--- config.mk ---
export PLATFORM = sky130hd
export DESIGN_NAME = if_fetch
export DESIGN_NICKNAME = d
export VERILOG_FILES = /design/src/rtl/if_fetch.sv
export SDC_FILE = /design/constraint.sdc
export NUM_CORES = 1
export LEC_CHECK = 0
export BUFFER_PORTS_ARGS = -buffer_cell sky130_fd_sc_hd__buf_2
export CORE_MARGIN = 4
export CORE_UTILIZATION = 45
export DETAILED_ROUTE_END_ITERATION = 10
export GPL_TIMING_DRIVEN = 0
export PLACE_DENSITY = 0.67
export SETUP_SLACK_MARGIN = 0.5
export SLEW_MARGIN = 20
export SYNTH_ARGS = -nofsm -noshare
export SYNTH_HDL_FRONTEND = slang
export SYNTH_SLANG_ARGS = --single-unit
--- constraint.sdc ---
create_clock -name clk -period 7.9 [get_ports clk]
set_clock_uncertainty 0.05 [all_clocks]
set_input_delay 1.58 -clock clk [delete_from_list [all_inputs] [get_ports clk]]
set_output_delay 1.58 -clock clk [all_outputs]
set_load 0.05 [all_outputs]
--- src/rtl/if_fetch.sv ---
// Instruction-fetch stage feeding the IF/ID pipeline register.
// Owns the PC and keeps at most one req/ack fetch to instruction memory
// outstanding. It honours the hazard-unit stall (pc_write) and branch/jump
// redirects. A redirect that arrives while a request is held cannot cancel
// that request; the late data is drained and discarded instead.
//
// state   | meaning
// S_RUN   | no request held; request issued combinationally from fetch_pc
// S_WAIT  | request held at req_addr, returned word will be presented
// S_DRAIN | request held at req_addr, returned word will be dropped
module if_fetch #(
    parameter logic [31:0] RESET_PC = 32'h0000_0000,
    parameter logic [31:0] NOP_INST = 32'h0000_0000
) (
    input  logic        clk,
    input  logic        rst,
    input  logic        pc_write,
    input  logic        redirect,
    input  logic [31:0] redirect_pc,
    output logic        imem_req,
    output logic [31:0] imem_addr,
    input  logic        imem_ack,
    input  logic [31:0] imem_rdata,
    output logic [31:0] if_pc,
    output logic [31:0] if_inst,
    output logic [31:0] if_pcplus4,
    output logic        if_valid
);

    typedef enum logic [1:0] {
        S_RUN   = 2'd0,
        S_WAIT  = 2'd1,
        S_DRAIN = 2'd2
    } state_t;

    localparam logic [31:0] WORD_MASK = ~32'h0000_0003;

    state_t      state;
    state_t      state_nxt;
    logic [31:0] fetch_pc;
    logic [31:0] fetch_pc_nxt;
    logic [31:0] req_addr;
    logic [31:0] req_addr_nxt;
    logic        req_raw;
    logic [31:0] addr_raw;
    logic        load;
    logic [31:0] load_pc;
    logic [31:0] redirect_tgt;

    // Low two bits of the redirect target are not meaningful for word fetches.
    assign redirect_tgt = redirect_pc & WORD_MASK;

    // State and address registers; reset abandons any in-flight access.
    always_ff @(posedge clk or posedge rst) begin
        if (rst) begin
            state    <= S_RUN;
            fetch_pc <= RESET_PC;
            req_addr <= 32'h0000_0000;
        end else begin
            state    <= state_nxt;
            fetch_pc <= fetch_pc_nxt;
            req_addr <= req_addr_nxt;
        end
    end

    // Next-state, request generation and load decision.
    always_comb begin
        state_nxt    = state;
        fetch_pc_nxt = fetch_pc;
        req_addr_nxt = req_addr;
        req_raw      = 1'b0;
        addr_raw     = fetch_pc;
        load         = 1'b0;
        load_pc      = fetch_pc;

        case (state)
            S_RUN: begin
                // Only fetch when the output slot is free or being consumed.
                req_raw  = (!if_valid || pc_write) && !redirect;
                addr_raw = fetch_pc;
                if (redirect) begin
                    fetch_pc_nxt = redirect_tgt;
                end else if (req_raw) begin
                    if (imem_ack) begin
                        load         = 1'b1;
                        load_pc      = fetch_pc;
                        fetch_pc_nxt = fetch_pc + 32'd4;
                    end else begin
                        req_addr_nxt = fetch_pc;
                        state_nxt    = S_WAIT;
                    end
                end
            end

            S_WAIT: begin
                req_raw  = 1'b1;
                addr_raw = req_addr;
                if (imem_ack) begin
                    state_nxt = S_RUN;
                    if (redirect) begin
                        fetch_pc_nxt = redirect_tgt;
                    end else begin
                        load         = 1'b1;
                        load_pc      = req_addr;
                        fetch_pc_nxt = req_addr + 32'd4;
                    end
                end else if (redirect) begin
                    fetch_pc_nxt = redirect_tgt;
                    state_nxt    = S_DRAIN;
                end
            end

            S_DRAIN: begin
                req_raw  = 1'b1;
                addr_raw = req_addr;
                // Latest redirect wins while waiting for the stale word.
                if (redirect) begin
                    fetch_pc_nxt = redirect_tgt;
                end
                if (imem_ack) begin
                    state_nxt = S_RUN;
                end
            end

            default: begin
                state_nxt = S_RUN;
            end
        endcase
    end

    // Request must drop the instant reset is asserted, independent of state.
    assign imem_req  = req_raw && !rst;
    assign imem_addr = addr_raw & WORD_MASK;

    // Output register: redirect squashes, load replaces, pc_write consumes.
    always_ff @(posedge clk or posedge rst) begin
        if (rst) begin
            if_valid   <= 1'b0;
            if_inst    <= NOP_INST;
            if_pc      <= 32'h0000_0000;
            if_pcplus4 <= 32'h0000_0000;
        end else if (redirect) begin
            if_valid   <= 1'b0;
            if_inst    <= NOP_INST;
            if_pc      <= 32'h0000_0000;
            if_pcplus4 <= 32'h0000_0000;
        end else if (load) begin
            if_valid   <= 1'b1;
            if_inst    <= imem_rdata;
            if_pc      <= load_pc;
            if_pcplus4 <= load_pc + 32'd4;
        end else if (pc_write) begin
            if_valid   <= 1'b0;
            if_inst    <= NOP_INST;
            if_pc      <= 32'h0000_0000;
            if_pcplus4 <= 32'h0000_0000;
        end
    end

endmodule
==> impl_metrics.yaml, run 1 <==
clock_tree:
  post_cts_resize_count: 0
  cts-root-buf: "clkbuf_16"
  cts.hold.buffers_added: 0
  post-cts-setup-buffer-count: 0
  cts_buffers: 17
  h_tree_level_count: 4
  tritoncts_clock_tree: "yes"
  clk_path_buf_depth: 2
  later_pin_clock_latency_in_the_skew_report_ns: 0.44
  cts_sinks: 161
  clkTransAtPathRegs_ns: 0.07
timing:
  finalSetupViolCount: 0
  worst-slew-pin-transition_ns: 1.25
  hold_violations: 0
  slew-limit-headroom: 0.160
  grt_setup_unrepaired: "false"
  final.setup.worst_slack_ns: 2.44
  maxSlewViolCount: 0
  post-route-period-util: 0.692
  tns_ns: 0
  period_minus_slack_ns: 5.46
  max_freq_mhz: 183
  hold-worst-slack_ns: 0.426
critical_path:
  timing.setup.critical_path_class: "input port to register"
  crit_fanout: 10
  signal_arrival_time_at_the_worst_endpoint_ns: 5.74
  reg2reg_slack_ns: 3.06
  cp_data_required_time_ns: 8.18
  critical_path.endpoint_type: "register"
  launching_element_type_of_the_critical_path: "input port"
placement:
  placedCellCount: 1551
  port_buffers: 193
  hpwlAfterDp_mm: 28.6
  gpl.final_weighted_congestion: 1.00
  dpl_worst_slack_ns: 2.16
cells_and_area:
  antenna_cells_inserted: 0
  final.fill_count: 2027
  layout.nets: 1371
  final_cells: 1583
  syn_to_final_growth_pct: 20.3
  multi_input_area_sq_mm: 0.00531
  seqCellArea_sq_mm: 0.00403
  post_route_cells_drive_above_1_share: 0.255
floorplan:
  chipHeight_um: 156
  dieWidth_um: 156
  boundaryPins: 199
  placementRows: 53
  initial_core_util: 0.464
  core_area_sq_mm: 0.0213
  die_area_sq_mm: 0.0244
synth:
  synth-edff-count: 0
  cell_area_after_synthesis_sq_mm: 0.00987
  synth.distinct_cells: 82
  yosys_warnings: 0
  synth_top_family_by_area: "compound AO/OA/AOI/OAI gates"
  synth_fa_ha_area_frac: 0.00887
  synth-compound-area-share: 0.196
  postSynthAreaPerCell_sq_um: 9.13
  ys_seq_area_frac: 0.408
  syn_inst: 1081
  area_share_of_xor_xnor_cells_in_the_synthesized_design: 0.0559
  yosys.area_share.simple: 0.177
  postSynth.topFlopCell: "dfrtp_1"
  synth-async-reset-ratio: 1.00
  ys_seq_elements: 161
  yosys-mux-area-fraction: 0.0978
global_routing:
  pin_count_of_the_biggest_net_entering_global_routing: 97
  initial_antenna_violation_count: 0
  global_route_usage_over_all_layers: 0.314
  grt_first_pass_wirelength_mm: 57.8
  grt_overflow: 0
  first_global_vias: 9334
route:
  antenna_left: 0
  first_pass_iters: 6
  drt_drc_violations_left: 0
  via_count_of_the_routed_design: 9800
  avgRoutedWirePerCell_um: 24.8
  routed_wl_mm: 39.3
  drt-initial-drc-count: 1055
  drt-vias-per-instance: 6.19
power:
  power.ir.vdd_worst_mv: 0.302
  p_per_area_mw_per_mm2: 458
  power.leakage_nw: 5.45
outcome:
  status: "completed"
hold_path:
  hold_path.class: "register to register"
flow_run:
  max_cap_violations: 0
==> power by group <==
group	switching [W]	leakage, nW	internal [W]
sequential	0.000229	2.12	0.00107
clock	0.000399	0.314	0.000541
combinational	0.00229	3.02	0.000913
total	0.00292	5.45	0.00253
==> critical path, cell delays in order <==
cell	delay, ns
clkbuf_1	0.17
and3b_1	0.50
buf_4	0.32
buf_2	0.40
buf_2	0.43
mux2i_1	0.37
inv_1	0.11
ha_1	0.30
o21ai_0	0.27
clkbuf_1	0.65
nor2_1	0.10
o31a_1	0.28
a32o_1	0.26
==> logic make-up (layout without fill, tap and decap cells) <==
group | Yosys count | after routing
mux | 89 | 89
compound gates | 290 | 290
other cells | 1 | 2
flops | 161 | 161
fa+ha+maj | 7 | 7
buf+inv | 115 | 341
simple gates | 355 | 355
xor+xnor | 63 | 63
==> flip-flops by register name, indices dropped and copies added, names as in the netlist <==
| register | flops |
|---|---|
| state | 2 |
| if_pc | 32 |
| if_pcplus4 | 30 |
| fetch_pc | 32 |
| if_inst | 32 |
| req_addr | 32 |
| if_valid | 1 |
==> final cells by class <==
type,instances,share of cell area
inverter,14,0.00506
timing repair buffer,194,0.0836
clock inverter,15,0.0186
clock buffer,17,0.0358
buffer,101,0.0417
multi-input combinational,806,0.447
sequential,161,0.339
tap,275,0.0290
==> layout by cell type (no fill, tap or decap), drive strengths merged, types with 9 or more instances in the layout <==
| cell | count |
|---|---|
| buf | 229 |
| dfrtp | 161 |
| nand2 | 133 |
| o21ai | 100 |
| clkbuf | 83 |
| nor2 | 62 |
| mux2 | 60 |
| nand3 | 44 |
| a22o | 42 |
| a21oi | 42 |
| xnor2 | 33 |
| xor2 | 30 |
| mux2i | 29 |
| nor3 | 22 |
| inv | 20 |
| nand4 | 17 |
| and3 | 14 |
| a31oi | 12 |
| nor4 | 12 |
| nand2b | 11 |
| o31ai | 10 |
| o221ai | 9 |
==> stage by stage <==
stage | total power, W | util | instance area [sq um]
after global routing | 0.00567 | 0.558 | 11900
after CTS | 0.00538 | 0.558 | 11900
after floorplan | 0.00353 | - | 9880
after global placement | 0.00441 | 0.526 | 11200
after detailed placement | 0.00444 | 0.528 | 11200
final | 0.00544 | 0.558 | 11900
==> cell usage after synthesis, types with 8 or more instances <==
| library cell | instances | share of area |
|---|---|---|
| a21oi_1 | 41 | 0.021 |
| a22o_1 | 42 | 0.037 |
| a31oi_1 | 12 | 0.0076 |
| a32o_1 | 8 | 0.0081 |
| and3_1 | 13 | 0.0082 |
| buf_1 | 12 | 0.0046 |
| buf_2 | 12 | 0.0061 |
| clkbuf_1 | 61 | 0.023 |
| dfrtp_1 | 161 | 0.41 |
| inv_1 | 13 | 0.0049 |
| mux2_2 | 60 | 0.068 |
| mux2i_1 | 29 | 0.029 |
| nand2_1 | 132 | 0.050 |
| nand2b_1 | 11 | 0.0070 |
| nand3_1 | 43 | 0.022 |
| nand4_1 | 16 | 0.010 |
| nor2_1 | 62 | 0.024 |
| nor3_1 | 22 | 0.011 |
| nor4_1 | 10 | 0.0063 |
| o21ai_0 | 99 | 0.050 |
| o221ai_1 | 9 | 0.0080 |
| o31ai_1 | 10 | 0.0076 |
| xnor2_1 | 33 | 0.029 |
| xor2_1 | 30 | 0.027 |
==> per-layer routing <==
layer,vias to the layer above,wire length [um],track usage
met5,-,0,0
met4,0,1640,0.126
met3,109,3920,0.0707
met2,598,17600,0.486
met1,4741,16200,0.428
li1,4352,-,-
==> final timing paths <==
check	start	cells after the start	endpoint
min reg2reg	if_pc[8]$_DFFE_PP0P_	2	if_pc[8]$_DFFE_PP0P_
min	if_pc[8]$_DFFE_PP0P_	2	if_pc[8]$_DFFE_PP0P_
max	redirect	13	if_pcplus4[14]$_DFFE_PP0P_
max reg2reg	state[1]$_DFFE_PP0P_	14	if_pcplus4[14]$_DFFE_PP0P_
max in group asynchronous	rst	3	if_pc[11]$_DFFE_PP0P_
min in group asynchronous	rst	2	req_addr[30]$_DFFE_PP0P_
Power figures use the tool's default switching activity.
==> inputs of run 2 (changes only) <==
PLACE_DENSITY = 0.7   (was 0.67)
clock period = 4.7 ns   (was 7.9 ns; I/O delays follow)
==> run 2 against run 1 <==
  * Setup slack got worse by 1.9 ns
  * Design area is 0.26% higher
  * Wire length up 0.93%
  * Sequential share of layout area is 0.089 points lower
  * Clock-buffer cell count is 1 higher
  * Largest power group unchanged
==> impl_metrics.yaml, run 2 (synthesis gave the netlist of run 1 again) <==
outcome:
  status: "completed"
global_routing:
  pin_count_of_the_biggest_net_entering_global_routing: 36
  first_global_vias: 9525
  global_route_usage_over_all_layers: 0.320
  initial_antenna_violation_count: 0
  grt_overflow: 0
  grt_first_pass_wirelength_mm: 58.9
clock_tree:
  h_tree_level_count: 4
  clkTransAtPathRegs_ns: 0.08
  clk_path_buf_depth: 2
  cts_buffers: 17
  cts-root-buf: "clkbuf_16"
  cts.hold.buffers_added: 0
  cts_sinks: 161
  later_pin_clock_latency_in_the_skew_report_ns: 0.45
  tritoncts_clock_tree: "yes"
timing:
  grt_setup_unrepaired: "true"
  tns_ns: 0
  worst-slew-pin-transition_ns: 1.11
  final.setup.worst_slack_ns: 0.582
  finalSetupViolCount: 0
  max_freq_mhz: 243
  post-route-period-util: 0.876
  period_minus_slack_ns: 4.12
  slew-limit-headroom: 0.254
  maxSlewViolCount: 0
  hold_violations: 0
cells_and_area:
  antenna_cells_inserted: 0
  final_core_utilization: 0.559
  layout.cells.most_common_list: "206 x buf_2, 161 x dfrtp_1, 132 x nand2_1, 99 x o21ai_0, 62 x nor2_1"
  post_route_cells_drive_above_1_share: 0.261
  most_common_cell_after_layout_fill_and_taps_aside: "buf_2"
  layout.nets: 1375
  syn_to_final_growth_pct: 20.6
  final.fill_count: 1976
placement:
  port_buffers: 193
  hpwlAfterDp_mm: 29.2
  gpl.final_weighted_congestion: 1.01
  dpl_worst_slack_ns: -0.305
route:
  via_count_of_the_routed_design: 9929
  drt_drc_violations_left: 0
  first_pass_iters: 6
  avgRoutedWirePerCell_um: 25.0
  routed_wl_mm: 39.7
  antenna_left: 0
  drt-initial-drc-count: 1234
  drt-vias-per-instance: 6.26
critical_path:
  reg2reg_slack_ns: 0.58
  launching_element_type_of_the_critical_path: "register"
  cell_mode_on_critical_path: "buf_4"
  reg2reg_depth: 14
  crit_slowest_cell: "a2111oi_1"
  timing.setup.critical_path_class: "register to register"
  r2r-start: "state[1]$_DFFE_PP0P_"
  worstReg2RegEnd: "if_pcplus4[28]$_DFFE_PP0P_"
  signal_arrival_time_at_the_worst_endpoint_ns: 4.37
  crit_fanout: 10
  timing.critical_path.from: "state[1]$_DFFE_PP0P_"
  critical_path.endpoint_type: "register"
  cp_cell_sequence: "inv_1 -> ha_1 -> and3b_1 -> buf_4 -> buf_4 -> buf_4 -> mux2i_1 -> inv_1 -> ha_1 -> o21ai_0 -> buf_4 -> a2111oi_1 -> xor2_1 -> o21ai_0"
  cp_data_required_time_ns: 4.95
  slowest_delay_ns: 0.49
  timing.critical_path.to: "if_pcplus4[28]$_DFFE_PP0P_"
floorplan:
  chipHeight_um: 156
  initial_core_util: 0.464
  core_area_sq_mm: 0.0213
  die_area_sq_mm: 0.0244
  placementRows: 53
  boundaryPins: 199
  dieWidth_um: 156
power:
  power.ir.vdd_worst_mv: 0.654
  p_per_area_mw_per_mm2: 757
  power.leakage_nw: 5.48
  total_power_w: 0.00901
flow_run:
  max_cap_violations: 0
hold_path:
  hold_path.class: "register to register"
==> run 2: changes by cell type in the layout (fill, tap and decap cells not counted), sizes merged <==
cell      previous run  this run
bufinv               4         0
clkinv               4         6
clkinvlp             1         4
inv                 20        18
buf                229       234
==> run 2: through the flow <==
| step | std cells | cell area (sq um) | hold WS, ns |
|---|---|---|---|
| finish | 1587 | 11900 | 0.425 |
| global route | 1587 | 11900 | 0.448 |
| CTS | 1587 | 11900 | 0.430 |
| detailed placement | 1555 | 11300 | 0.415 |
| global placement | 1550 | 11200 | 0.409 |
| floorplan | 1082 | 9880 | 0.433 |
==> run 2: area by class of cell <==
class	instances	area [sq um]	share of cell area
buffer	101	510	0.0429
clock buffer	18	429	0.0360
multi-input combinational	806	5320	0.446
sequential	161	4030	0.338
timing repair buffer	198	1070	0.0902
tap	275	344	0.0289
clock inverter	14	149	0.0125
inverter	14	56.3	0.00473
==> run 2: how the worst min path moves through the flow <==
stage / slack, ns / endpoint / cells after the start / start
floorplan: 0.43 / fetch_pc[0]$_DFFE_PP0P_ / 1 / fetch_pc[0]$_DFFE_PP0P_
global placement: 0.41 / if_pc[12]$_DFFE_PP0P_ / 2 / if_pc[12]$_DFFE_PP0P_
detailed placement: 0.41 / if_pc[7]$_DFFE_PP0P_ / 2 / if_pc[7]$_DFFE_PP0P_
CTS: 0.43 / if_pc[7]$_DFFE_PP0P_ / 2 / if_pc[7]$_DFFE_PP0P_
global route: 0.45 / if_pc[7]$_DFFE_PP0P_ / 2 / if_pc[7]$_DFFE_PP0P_
finish: 0.42 / if_pc[7]$_DFFE_PP0P_ / 2 / if_pc[7]$_DFFE_PP0P_
==> run 2: power breakdown <==
part | switching (W) | internal, W | leakage, nW
Combinational | 0.00385 | 0.00155 | 3.09
Clock | 0.000699 | 0.000708 | 0.274
Sequential | 0.000397 | 0.00180 | 2.12
==> run 2: timing repair <==
item,CTS,global route
resized for setup,6,7
gates cloned,0,0
endpoints found under the setup margin,27,11
buffers inserted,0,0
==> run 2: routing by layer <==
| metal | part of all wire | global-route usage | routed length [um] | up-vias |
|---|---|---|---|---|
| li1 | - | - | - | 4356 |
| met4 | 0.037 | 0.124 | 1480 | 0 |
| met3 | 0.11 | 0.0610 | 4280 | 108 |
| met1 | 0.40 | 0.437 | 16000 | 4833 |
| met5 | 0 | 0 | 0 | - |
| met2 | 0.45 | 0.505 | 17900 | 632 |
==> run 2: critical path: cells and delay by family (launching register included) <==
| family | cells | cell delay (ns) |
|---|---|---|
| AO/OA/AOI/OAI | 3 | 0.83 |
| multiplexers | 1 | 0.16 |
| flip-flops | 1 | 0.43 |
| buffers and inverters | 6 | 1.38 |
| XOR/XNOR | 1 | 0.19 |
| adder cells (fa/ha/maj) | 2 | 0.54 |
| AND/OR/NAND/NOR | 1 | 0.38 |
